**src/rtl/adma_axi_pkg.sv**
```systemverilog
// Shared AXI response encodings, burst-response merge rule and accumulator states.
// Optional macro ADMA_SL_B_EXOKAY_EN makes EXOKAY a legal merged result.
package adma_axi_pkg;

  localparam logic [1:0] RESP_OKAY   = 2'b00;
  localparam logic [1:0] RESP_EXOKAY = 2'b01;
  localparam logic [1:0] RESP_SLVERR = 2'b10;
  localparam logic [1:0] RESP_DECERR = 2'b11;

  typedef enum logic {
    ACC_IDLE  = 1'b0,
    ACC_BURST = 1'b1
  } acc_state_e;

  // Errors dominate; EXOKAY survives only if both sides are EXOKAY.
  function automatic logic [1:0] resp_merge(input logic [1:0] a, input logic [1:0] b);
    logic [1:0] r;
    r = RESP_OKAY;
    if (a == RESP_DECERR || b == RESP_DECERR) begin
      r = RESP_DECERR;
    end else if (a == RESP_SLVERR || b == RESP_SLVERR) begin
      r = RESP_SLVERR;
`ifdef ADMA_SL_B_EXOKAY_EN
    end else if (a == RESP_EXOKAY && b == RESP_EXOKAY) begin
      r = RESP_EXOKAY;
`endif
    end else begin
      r = RESP_OKAY;
    end
    return r;
  endfunction

endpackage

```
**src/rtl/adma_sl_axi_b_if.sv**
```systemverilog
// AW-ID push, W-beat status and B-channel signals of the slave write-response generator.
interface adma_sl_axi_b_if #(
  parameter int unsigned SLV_ID_W   = 5,
  parameter int unsigned ATX_RESP_W = 2
);
  logic [SLV_ID_W-1:0]   aw_id_i;
  logic                  aw_vld_i;
  logic                  aw_rdy_o;
  logic [ATX_RESP_W-1:0] wr_beat_resp_i;
  logic                  wr_beat_last_i;
  logic                  wr_beat_vld_i;
  logic                  wr_beat_rdy_o;
  logic [SLV_ID_W-1:0]   s_bid_o;
  logic [ATX_RESP_W-1:0] s_bresp_o;
  logic                  s_bvalid_o;
  logic                  s_bready_i;

  modport slave (
    input  aw_id_i, aw_vld_i, wr_beat_resp_i, wr_beat_last_i, wr_beat_vld_i, s_bready_i,
    output aw_rdy_o, wr_beat_rdy_o, s_bid_o, s_bresp_o, s_bvalid_o
  );

  modport master (
    output aw_id_i, aw_vld_i, wr_beat_resp_i, wr_beat_last_i, wr_beat_vld_i, s_bready_i,
    input  aw_rdy_o, wr_beat_rdy_o, s_bid_o, s_bresp_o, s_bvalid_o
  );
endinterface

```
**src/rtl/adma_sl_axi_b_idq.sv**
```systemverilog
// In-order AW ID queue; a push is refused while full even if a pop happens the same cycle.
module adma_sl_axi_b_idq #(
  parameter int unsigned DataW = 5,
  parameter int unsigned Depth = 4,
  parameter int unsigned CntW  = $clog2(Depth) + 1
) (
  input  logic             clk,
  input  logic             rst,
  input  logic             push_i,
  input  logic [DataW-1:0] data_i,
  input  logic             pop_i,
  output logic [DataW-1:0] data_o,
  output logic [CntW-1:0]  cnt_o,
  output logic             full_o,
  output logic             empty_o
);
  localparam int unsigned PtrW = $clog2(Depth);

  logic [DataW-1:0] mem_q [Depth];
  logic [PtrW-1:0]  wr_ptr_q, rd_ptr_q;
  logic [CntW-1:0]  cnt_q;
  logic             push_ok, pop_ok;

  assign full_o  = (cnt_q == CntW'(Depth));
  assign empty_o = (cnt_q == '0);
  assign push_ok = push_i & ~full_o;
  assign pop_ok  = pop_i & ~empty_o;
  assign data_o  = mem_q[rd_ptr_q];
  assign cnt_o   = cnt_q;

  always_ff @(posedge clk) begin
    if (push_ok) begin
      mem_q[wr_ptr_q] <= data_i;
    end
  end

  always_ff @(posedge clk) begin
    if (rst) begin
      wr_ptr_q <= '0;
      rd_ptr_q <= '0;
      cnt_q    <= '0;
    end else begin
      if (push_ok) wr_ptr_q <= wr_ptr_q + PtrW'(1);
      if (pop_ok)  rd_ptr_q <= rd_ptr_q + PtrW'(1);
      unique case ({push_ok, pop_ok})
        2'b10:   cnt_q <= cnt_q + CntW'(1);
        2'b01:   cnt_q <= cnt_q - CntW'(1);
        default: cnt_q <= cnt_q;
      endcase
    end
  end

endmodule

```
**src/rtl/adma_sl_axi_b.sv**
```systemverilog
// Slave-side AXI B-channel generator: pairs queued AW IDs with completed W bursts.
// Build option: ADMA_SL_B_EXOKAY_EN allows EXOKAY as a merged burst response.
module adma_sl_axi_b
  import adma_axi_pkg::*;
#(
  parameter int unsigned SLV_ID_W       = 5,
  parameter int unsigned ATX_RESP_W     = 2,
  parameter int unsigned ATX_NUM_OSTD   = 4,
  parameter int unsigned ATX_NUM_OSTD_W = $clog2(ATX_NUM_OSTD) + 1
) (
  input  logic                      clk,
  input  logic                      rst,
  adma_sl_axi_b_if.slave            bus,
  output logic [ATX_NUM_OSTD_W-1:0] ostd_cnt_o
);

  logic                  idq_full, idq_empty;
  logic [SLV_ID_W-1:0]   head_id;
  logic                  beat_hs, issue;
  logic [ATX_RESP_W-1:0] merged_nxt;

  acc_state_e            acc_q;
  logic [ATX_RESP_W-1:0] merged_q;
  logic                  bvalid_q;
  logic [SLV_ID_W-1:0]   bid_q;
  logic [ATX_RESP_W-1:0] bresp_q;

  adma_sl_axi_b_idq #(
    .DataW (SLV_ID_W),
    .Depth (ATX_NUM_OSTD),
    .CntW  (ATX_NUM_OSTD_W)
  ) u_idq (
    .clk     (clk),
    .rst     (rst),
    .push_i  (bus.aw_vld_i),
    .data_i  (bus.aw_id_i),
    .pop_i   (issue),
    .data_o  (head_id),
    .cnt_o   (ostd_cnt_o),
    .full_o  (idq_full),
    .empty_o (idq_empty)
  );

  // Beats wait for a queued ID and for room in the output register.
  assign bus.aw_rdy_o      = ~idq_full;
  assign bus.wr_beat_rdy_o = ~idq_empty & (~bvalid_q | bus.s_bready_i);

  assign beat_hs = bus.wr_beat_vld_i & bus.wr_beat_rdy_o;
  assign issue   = beat_hs & bus.wr_beat_last_i;

  // Self-merge of the first beat normalises EXOKAY when the option is off.
  always_comb begin
    merged_nxt = RESP_OKAY;
    if (acc_q == ACC_IDLE) merged_nxt = resp_merge(bus.wr_beat_resp_i, bus.wr_beat_resp_i);
    else                   merged_nxt = resp_merge(merged_q, bus.wr_beat_resp_i);
  end

  always_ff @(posedge clk) begin
    if (rst) begin
      acc_q    <= ACC_IDLE;
      merged_q <= RESP_OKAY;
      bvalid_q <= 1'b0;
      bid_q    <= '0;
      bresp_q  <= RESP_OKAY;
    end else begin
      if (beat_hs) begin
        if (bus.wr_beat_last_i) begin
          acc_q    <= ACC_IDLE;
          merged_q <= RESP_OKAY;
        end else begin
          acc_q    <= ACC_BURST;
          merged_q <= merged_nxt;
        end
      end
      if (issue) begin
        bvalid_q <= 1'b1;
        bid_q    <= head_id;
        bresp_q  <= merged_nxt;
      end else if (bvalid_q && bus.s_bready_i) begin
        bvalid_q <= 1'b0;
      end
    end
  end

  assign bus.s_bvalid_o = bvalid_q;
  assign bus.s_bid_o    = bid_q;
  assign bus.s_bresp_o  = bresp_q;

endmodule

```
**src/flat_wrapper.sv**
```systemverilog
// flat-port wrapper written by rule: the top's interface ports become plain ports
module adma_sl_axi_b_flat import adma_axi_pkg::*;
#(
  parameter int unsigned SLV_ID_W       = 5,
  parameter int unsigned ATX_RESP_W     = 2,
  parameter int unsigned ATX_NUM_OSTD   = 4,
  parameter int unsigned ATX_NUM_OSTD_W = $clog2(ATX_NUM_OSTD) + 1
)
  (clk, rst, ostd_cnt_o, bus_aw_id_i, bus_aw_vld_i, bus_wr_beat_resp_i, bus_wr_beat_last_i, bus_wr_beat_vld_i, bus_s_bready_i, bus_aw_rdy_o, bus_wr_beat_rdy_o, bus_s_bid_o, bus_s_bresp_o, bus_s_bvalid_o);
  adma_sl_axi_b_if #(.SLV_ID_W(SLV_ID_W), .ATX_RESP_W(ATX_RESP_W)) bus_i ();
  input  logic clk;
  input  logic rst;
  output logic [ATX_NUM_OSTD_W-1:0] ostd_cnt_o;
  input wire logic [$bits(bus_i.aw_id_i)-1:0] bus_aw_id_i;
  input wire logic [$bits(bus_i.aw_vld_i)-1:0] bus_aw_vld_i;
  input wire logic [$bits(bus_i.wr_beat_resp_i)-1:0] bus_wr_beat_resp_i;
  input wire logic [$bits(bus_i.wr_beat_last_i)-1:0] bus_wr_beat_last_i;
  input wire logic [$bits(bus_i.wr_beat_vld_i)-1:0] bus_wr_beat_vld_i;
  input wire logic [$bits(bus_i.s_bready_i)-1:0] bus_s_bready_i;
  output wire logic [$bits(bus_i.aw_rdy_o)-1:0] bus_aw_rdy_o;
  output wire logic [$bits(bus_i.wr_beat_rdy_o)-1:0] bus_wr_beat_rdy_o;
  output wire logic [$bits(bus_i.s_bid_o)-1:0] bus_s_bid_o;
  output wire logic [$bits(bus_i.s_bresp_o)-1:0] bus_s_bresp_o;
  output wire logic [$bits(bus_i.s_bvalid_o)-1:0] bus_s_bvalid_o;
  assign bus_i.aw_id_i = bus_aw_id_i;
  assign bus_i.aw_vld_i = bus_aw_vld_i;
  assign bus_i.wr_beat_resp_i = bus_wr_beat_resp_i;
  assign bus_i.wr_beat_last_i = bus_wr_beat_last_i;
  assign bus_i.wr_beat_vld_i = bus_wr_beat_vld_i;
  assign bus_i.s_bready_i = bus_s_bready_i;
  assign bus_aw_rdy_o = bus_i.aw_rdy_o;
  assign bus_wr_beat_rdy_o = bus_i.wr_beat_rdy_o;
  assign bus_s_bid_o = bus_i.s_bid_o;
  assign bus_s_bresp_o = bus_i.s_bresp_o;
  assign bus_s_bvalid_o = bus_i.s_bvalid_o;
  adma_sl_axi_b #(.SLV_ID_W(SLV_ID_W), .ATX_RESP_W(ATX_RESP_W), .ATX_NUM_OSTD(ATX_NUM_OSTD), .ATX_NUM_OSTD_W(ATX_NUM_OSTD_W)) u_core (.clk(clk), .rst(rst), .bus(bus_i), .ostd_cnt_o(ostd_cnt_o));
endmodule
```
**config.mk**
```make
export PLATFORM = sky130hd
export DESIGN_NAME = adma_sl_axi_b_flat
export DESIGN_NICKNAME = d
export VERILOG_FILES = /design/src/rtl/adma_axi_pkg.sv /design/src/rtl/adma_sl_axi_b_if.sv /design/src/rtl/adma_sl_axi_b_idq.sv /design/src/rtl/adma_sl_axi_b.sv /design/src/flat_wrapper.sv
export SDC_FILE = /design/constraint.sdc
export NUM_CORES = 1
export LEC_CHECK = 0
export ABC_AREA = 1
export CORE_UTILIZATION = 53
export CTS_BUF_LIST = sky130_fd_sc_hd__clkbuf_16
export CTS_CLUSTER_DIAMETER = 40
export CTS_CLUSTER_SIZE = 10
export DETAILED_ROUTE_END_ITERATION = 6
export PLACE_DENSITY = 0.78
export SKIP_LAST_GASP = 1
export SYNTH_ARGS = -nofsm -noshare
export SYNTH_HDL_FRONTEND = slang
export SYNTH_HIERARCHICAL = 1
export SYNTH_SLANG_ARGS = --single-unit
```
**constraint.sdc**
```tcl
create_clock -name clk -period 2.64 [get_ports clk]
set_input_delay 0.528 -clock clk [delete_from_list [all_inputs] [get_ports clk]]
set_output_delay 0.528 -clock clk [all_outputs]
set_load 0.05 [all_outputs]
```
==> metrics.md, run 1 <==
| Metric | Value |
|---|---|
| RSZ-0062 raised after global routing | `false` |
| Worst setup path start | `bus_s_bready_i` |
| Nets | `245` |
| Synth Area in Simple Gates | `0.209` |
| Largest delay share family, worst path | `buffers and inverters` |
| Syn Nets | `214` |
| Synth Cell Area | `1740 um2` |
| Area Growth Syn to Fin | `24.7%` |
| Fin. max-slew vios | `0` |
| Gr ovfl total | `0` |
| Post-synth top area share | `0.345` |
| First-iteration detailed-routing DRC count | `85` |
| Worst min path class | `flop to flop` |
| FF+latch count, synth | `40` |
| Worst Tran Pin Value | `0.549 ns` |
| Max IR drop VDD | `0.454 mV` |
| Initial Utilization | `0.566` |
| CTS tree | `yes` |
| Global Route Usage Sum | `0.230` |
| First-pass GRT wire length | `5600 um` |
| Core area | `3080 um2` |
| Biggest area consumer among synthesized cells | `edfxtp_1` |
| Worst R2R Setup Slack | `0.36 ns` |
| Slew margin rel. | `0.633` |
| I/O pin cnt | `26` |
| Critical path type | `primary input to flop` |
| CP Capture Type | `flop` |
| Synth top area cells | `edfxtp_1 (34%), dfxtp_1 (23%), nor2_1 (8.8%), inv_1 (6.9%), nand2_1 (6.7%)` |
| Total die area | `3520 um2` |
| Worst setup endpoint | `u_core/u_idq/cnt_o[2]` |
| Clock Latency Late Sink | `0.28 ns` |
| Pwr dens | `725 nW/um2` |
| Avg Vias per Cell | `4.92` |
| Final Hold Vio Count | `0` |
| Routed Antenna Nets | `0` |
| RePlAce Congestion | `0.744` |
| Worst r2r path cells | `17` |
| Worst-path clk slew | `0.06 ns` |
| H-tree lvl count | `2` |
| Hold path startpoint | `u_core/merged_q[1]` |
| Synth cell types | `20` |
| Die X | `59.3 um` |
| Synth Area in XOR/XNOR | `0` |
| CTS resizes | `0` |
| Critical Path Max Stage Delay | `0.47 ns` |
| Tcrit/Tclk final | `0.888` |
| Most frequent CP cell | `inv_1` |
| F_max | `427 MHz` |
| Critical path's slowest cell | `clkdlybuf4s50_1` |
| Gate Count Post-Synth | `195` |
| Reg-to-Reg Start | `u_core/u_idq/cnt_o[2]` |
| Final-report setup violation count | `0` |
| Stages on worst setup path | `16` |
| Site Rows | `20` |
| Layout Skew | `0.00454 ns` |
| CP bufs+invs | `7` |
| Worst-path fanout max | `4` |
| Synth Area in Compound Gates | `0.0811` |
| R2R Path End | `u_core/u_idq/cnt_o[2]` |
| Worst EP required | `2.82 ns` |
| DRT Wirelength | `3410 um` |
| Synth Area in Adders | `0.0474` |
| Power, Total | `1.58 mW` |
| # fillers | `234` |
| Root buf cell | `clkbuf_16` |
| Number of global-route vias before repair | `1241` |
| LEAKAGE | `0.943 nW` |
| Clock buffer depth | `2` |
| Number of CTS-inserted buffers | `5` |
| Post-CTS Hold Fix Bufs | `0` |
| Router iterations before antenna repair | `4` |
| Hpwl dp | `2360 um` |
| Antenna cells | `0` |
| Avg Inst Size Synth | `8.94 um2` |
| Status | `finished clean` |
| Yosys warns | `6` |
| Mux cell area share after synthesis | `0` |
| CP cell instances | `clkdlybuf4s50_1, inv_1, nand2_2, nand4_4, inv_1, inv_1, nor2_1, ha_1, inv_1, fa_1, inv_1, nand2_1, nand3_1, nand2_1, inv_1, nor2_1` |
| Initial antenna violation count | `0` |
| Routed WL per cell | `12.6 um` |
| TNS Setup | `0 ns` |
| Part of the Yosys area used for sequential elements | `0.574` |
| Crit path DAT | `2.52 ns` |
| Die height | `59.3 um` |
| Via count | `1334` |
| Period minus WS final | `2.34 ns` |
| Largest family of logic cells by synthesized area | `simple AND/OR/NAND/NOR gates` |
| Share of cells above drive strength 1 | `0.0793` |
| Max-cap viol count | `0` |
| Clock Sinks | `40` |
| Startpoint Class | `primary input` |
| IO Port Bufs | `25` |
| Largest net degree at the start of global routing | `15` |
| DRC | `0` |
| Post-CTS Setup Bufs | `0` |
routing by layer:
metal,routed length [um],vias up,share of wire,global-route usage
li1,-,684,-,-
met1,1440,616,0.42,0.279
met2,1740,30,0.51,0.368
met3,173,4,0.051,0.0742
met4,53,0,0.016,0.112
met5,0,-,0,0
placed cells by master (no fill, tap or decap):
| cell type | n |
|---|---|
| o21ai_0 | 13 |
| ha_1 | 5 |
| nand4_1 | 1 |
| nand2_1 | 31 |
| nand2_2 | 1 |
| o22ai_1 | 5 |
| inv_2 | 5 |
| fa_1 | 1 |
| nand4_4 | 1 |
| dfxtp_1 | 20 |
| nor2_1 | 41 |
| nand3_1 | 5 |
| nand3_2 | 2 |
| inv_1 | 32 |
| buf_4 | 2 |
| nor3b_1 | 1 |
| a21oi_1 | 9 |
| clkbuf_16 | 5 |
| edfxtp_1 | 20 |
| nand3b_1 | 1 |
| clkinv_2 | 2 |
| clkdlybuf4s50_1 | 24 |
synthesized netlist by cell type:
master    number
o21ai_0       13
nand4_1        1
o22ai_1        5
fa_1           1
nand2_1       31
ha_1           5
a21oi_1        9
edfxtp_1      20
buf_4          1
inv_1         32
nand3_2        2
nand3b_1       1
nor3b_1        1
nand3_1        5
inv_2          4
buf_6          1
nand2_2        1
dfxtp_1       20
nor2_1        41
nand4_4        1
final cells by class:
class | instances | area (um2) | share of cell area
clock buffer | 5 | 125 | 0.0576
timing repair buffer | 26 | 255 | 0.117
tap | 44 | 55.1 | 0.0253
clock inverter | 3 | 13.8 | 0.00633
multi-input combinational | 117 | 588 | 0.271
sequential | 40 | 1000 | 0.461
inverter | 36 | 135 | 0.0622
kinds of logic (layout without fill, tap and decap cells):
kind of cell | Yosys count | in the layout
compound gates | 27 | 27
simple gates | 84 | 84
fa+ha+maj | 6 | 6
flops | 40 | 40
buf+inv | 38 | 70
flip-flops by register name, summed over array words and instances, names as in the netlist, named ones only:
signal	count
u_core/bus.s_bvalid_o	1
u_core/acc_q	1
u_core/u_idq/mem_q	20
u_core/u_idq/cnt_o	3
u_core/bus.s_bresp_o	2
u_core/u_idq/rd_ptr_q	2
u_core/merged_q	2
u_core/bus.s_bid_o	5
u_core/u_idq/wr_ptr_q	2
metrics by stage:
step	setup WS [ns]	std cells	instance area (um2)	utilization	hold WS, ns
floorplan	0.114	195	1740	-	0.448
global placement	0.177	263	2030	0.661	0.467
detailed placement	0.0386	263	2030	0.661	0.468
CTS	0.323	271	2170	0.706	0.496
global route	0.141	271	2170	0.706	0.509
finish	0.296	271	2170	0.706	0.496
where the power goes:
group / switching [mW] / internal [mW]
logic: 0.194 / 0.0991
clock network: 0.220 / 0.343
registers: 0.0249 / 0.695
worst min-delay path by stage:
stage,to,depth (start not counted)
2_1_floorplan,flop,2
3_3_place_gp,u_core/merged_q[1],2
3_5_place_dp,flop,2
4_1_cts,u_core/merged_q[1],2
5_1_grt,u_core/merged_q[1],2
6_report,u_core/merged_q[1],2
worst register-to-register path, cell delays in order, from the launching register on:
cell and delay (ns):
dfxtp_1 0.41, inv_2 0.06, nand3_2 0.11, inv_1 0.07, inv_1 0.11, nand4_4 0.10, inv_1 0.12, inv_1 0.05
nor2_1 0.13, ha_1 0.18, inv_1 0.07, fa_1 0.40, inv_1 0.08, nand2_1 0.07, nand3_1 0.08, nand2_1 0.06
inv_1 0.05, nor2_1 0.04
Note: power is estimated with default switching activity, not from simulation.
==> run 2, diff against run 1 <==
--- a/config.mk
+++ b/config.mk
@@ -11,8 +11,10 @@
 export CTS_CLUSTER_DIAMETER = 40
 export CTS_CLUSTER_SIZE = 10
 export DETAILED_ROUTE_END_ITERATION = 6
+export HOLD_SLACK_MARGIN = 0.02
 export PLACE_DENSITY = 0.78
 export SKIP_LAST_GASP = 1
+export SLEW_MARGIN = 0
 export SYNTH_ARGS = -nofsm -noshare
 export SYNTH_HDL_FRONTEND = slang
 export SYNTH_HIERARCHICAL = 1
==> results of run 2 <==
The final DEF is identical to that of run 1; final timing and power are the same.
==> run 3, diff against run 2 <==
--- a/config.mk
+++ b/config.mk
@@ -11,6 +11,7 @@
 export CTS_CLUSTER_DIAMETER = 40
 export CTS_CLUSTER_SIZE = 10
 export DETAILED_ROUTE_END_ITERATION = 6
+export GPL_TIMING_DRIVEN = 0
 export HOLD_SLACK_MARGIN = 0.02
 export PLACE_DENSITY = 0.78
 export SKIP_LAST_GASP = 1
==> metrics.md, run 3 (same netlist as run 1, synthesis figures left out) <==
| Metric | Value |
|---|---|
| H-tree lvl count | `2 (unchanged)` |
| Most common cell after layout, fill and taps aside | `nor2_1` |
| Fin. max-slew vios | `0 (unchanged)` |
| Clock Sinks | `40 (unchanged)` |
| DRT Wirelength | `3390 um (-0.50%)` |
| Final Hold Vio Count | `0 (unchanged)` |
| Worst-path clk slew | `0.05 ns (about the same)` |
| Initial Utilization | `0.566 (unchanged)` |
| Clock buffer depth | `2 (unchanged)` |
| CTS tree | `yes` |
| Max FFs per register | `20 (unchanged)` |
| Period minus WS final | `2.49 ns (+0.142 ns)` |
| Routed Antenna Nets | `0 (unchanged)` |
| Routed WL per cell | `12.2 um (-2.7%)` |
| Fin Hold WS | `0.477 ns (-0.0192 ns)` |
| Site Rows | `20 (unchanged)` |
| Leading cell types in the layout, fill and taps excluded | `nor2_1 (40), inv_1 (32), nand2_1 (30)` |
| Tcrit/Tclk final | `0.941 (+0.0537)` |
| Die height | `59.3 um (unchanged)` |
| Crit path DAT | `1.96 ns (-0.56 ns)` |
| F_max | `402 MHz (-5.7%)` |
| Initial antenna violation count | `0 (unchanged)` |
| CP Capture Type | `primary output` |
| Number of global-route vias before repair | `1314 (+5.9%)` |
| Cell area after layout | `2290 um2 (+5.3%)` |
| RSZ-0062 raised after global routing | `false` |
| Share of cells above drive strength 1 | `0.116 (+0.0366)` |
| IO Port Bufs | `25 (unchanged)` |
| Critical Path Max Stage Delay | `0.81 ns (+0.34 ns)` |
| Worst EP required | `2.11 ns (-0.71 ns)` |
| Via count | `1404 (+5.2%)` |
| Area Growth Syn to Fin | `31.3%` |
| Worst min path class | `flop to flop` |
| Clock Latency Late Sink | `0.28 ns (about the same)` |
| Critical path type | `primary input to primary output` |
| Die X | `59.3 um (unchanged)` |
| LEAKAGE | `0.988 nW (+4.8%)` |
| Slew margin rel. | `0.662 (+0.0292)` |
| Post-CTS Hold Fix Bufs | `0 (unchanged)` |
| Max-cap viol count | `0 (unchanged)` |
| Number of CTS-inserted buffers | `5 (unchanged)` |
| CP cell instances | `clkdlybuf4s50_1, nor2_1, nor2_1, clkdlybuf4s50_1` |
| Total die area | `3520 um2 (unchanged)` |
| Gr ovfl total | `0 (unchanged)` |
| Post-route insts no fill | `277 (+2.2%)` |
| Worst-path fanout max | `2 (-2)` |
| Largest reg by FF count | `u_core/u_idq/mem_q` |
| Hpwl dp | `2340 um (-0.69%)` |
| I/O pin cnt | `26 (unchanged)` |
| Pwr dens | `782 nW/um2 (+7.9%)` |
| Antenna cells | `0 (unchanged)` |
| DRC | `0 (unchanged)` |
| Nets | `252 (+2.9%)` |
| Core area | `3080 um2 (unchanged)` |
| Worst Tran Pin Value | `0.506 ns (-0.0437 ns)` |
| Cell count after placement | `264 (+0.38%)` |
| Status | `finished clean` |
| Max IR drop VDD | `0.649 mV (+43%)` |
| Placed cell area | `2050 um2 (+0.68%)` |
| Layout Skew | `0.00240 ns (-0.00213 ns)` |
| RePlAce Congestion | `0.781 (+5.1%)` |
| Global Route Usage Sum | `0.214 (-0.0158)` |
| Final-report setup violation count | `0 (unchanged)` |
| Root buf cell | `clkbuf_16` |
| Startpoint Class | `primary input` |
| First-iteration detailed-routing DRC count | `49 (-42%)` |
| Router iterations before antenna repair | `5 (+1)` |
| Avg Vias per Cell | `5.07 (+3.0%)` |
| First-pass GRT wire length | `5350 um (-4.6%)` |
| Largest net degree at the start of global routing | `13 (-2)` |
| Critical path's slowest cell | `clkdlybuf4s50_1` |
[run 3: routing by layer]
metal	GRT usage	up-vias	part of all wire
li1	-	694	-
met1	0.233	648	0.40
met2	0.369	50	0.51
met3	0.0677	12	0.058
met4	0.112	0	0.022
met5	0	-	0
[run 3: through the flow]
stage                     worst slack (ns)  setup TNS (ns)  power [mW]   util
after floorplan                      0.114               0       0.927      -
after global placement             -0.0900         -0.0900        1.01  0.665
final                                0.155               0        1.79  0.743
after global routing               0.00412               0        1.86  0.743
after detailed placement            -0.191          -0.200        1.03  0.665
after CTS                           0.0796               0        1.78  0.726
[run 3: timing repair]
| action | in CTS | in global routing |
|---|---|---|
| resized for setup | 0 | 4 |
| buffers inserted | 0 | 6 |
| setup endpoints to repair | 0 | 1 |
[run 3: final timing paths]
path	from	to	slack [ns]	cells after the start
max	bus_s_bready_i	bus_wr_beat_rdy_o	0.15	4
min reg2reg	u_core/u_idq/rd_ptr_q[0]	u_core/u_idq/rd_ptr_q[0]	0.48	2
max reg2reg	u_core/u_idq/cnt_o[2]	u_core/u_idq/cnt_o[2]	0.24	18
min	u_core/u_idq/rd_ptr_q[0]	u_core/u_idq/rd_ptr_q[0]	0.48	2
[run 3: area by class of cell]
class / count / area, um2
repair buffers: 31 / 295
inverters: 36 / 135
flip-flops and latches: 40 / 1000
clock inverters: 2 / 60.1
well taps: 44 / 55.1
plain buffers: 2 / 18.8
multi-input cells: 117 / 598
fillers: 224 / 790
clock buffers: 5 / 125
[run 3: worst max-delay path: cells and delay by family]
kind	cells	cell delay (ns)
and+or+nand+nor	2	0.14
buffers and inverters	2	1.29
[run 3: where the power goes]
group / switching [mW] / total [mW] / internal [mW]
sequential: 0.0211 / 0.716 / 0.695
combinational: 0.203 / 0.316 / 0.113
clock: 0.223 / 0.759 / 0.536
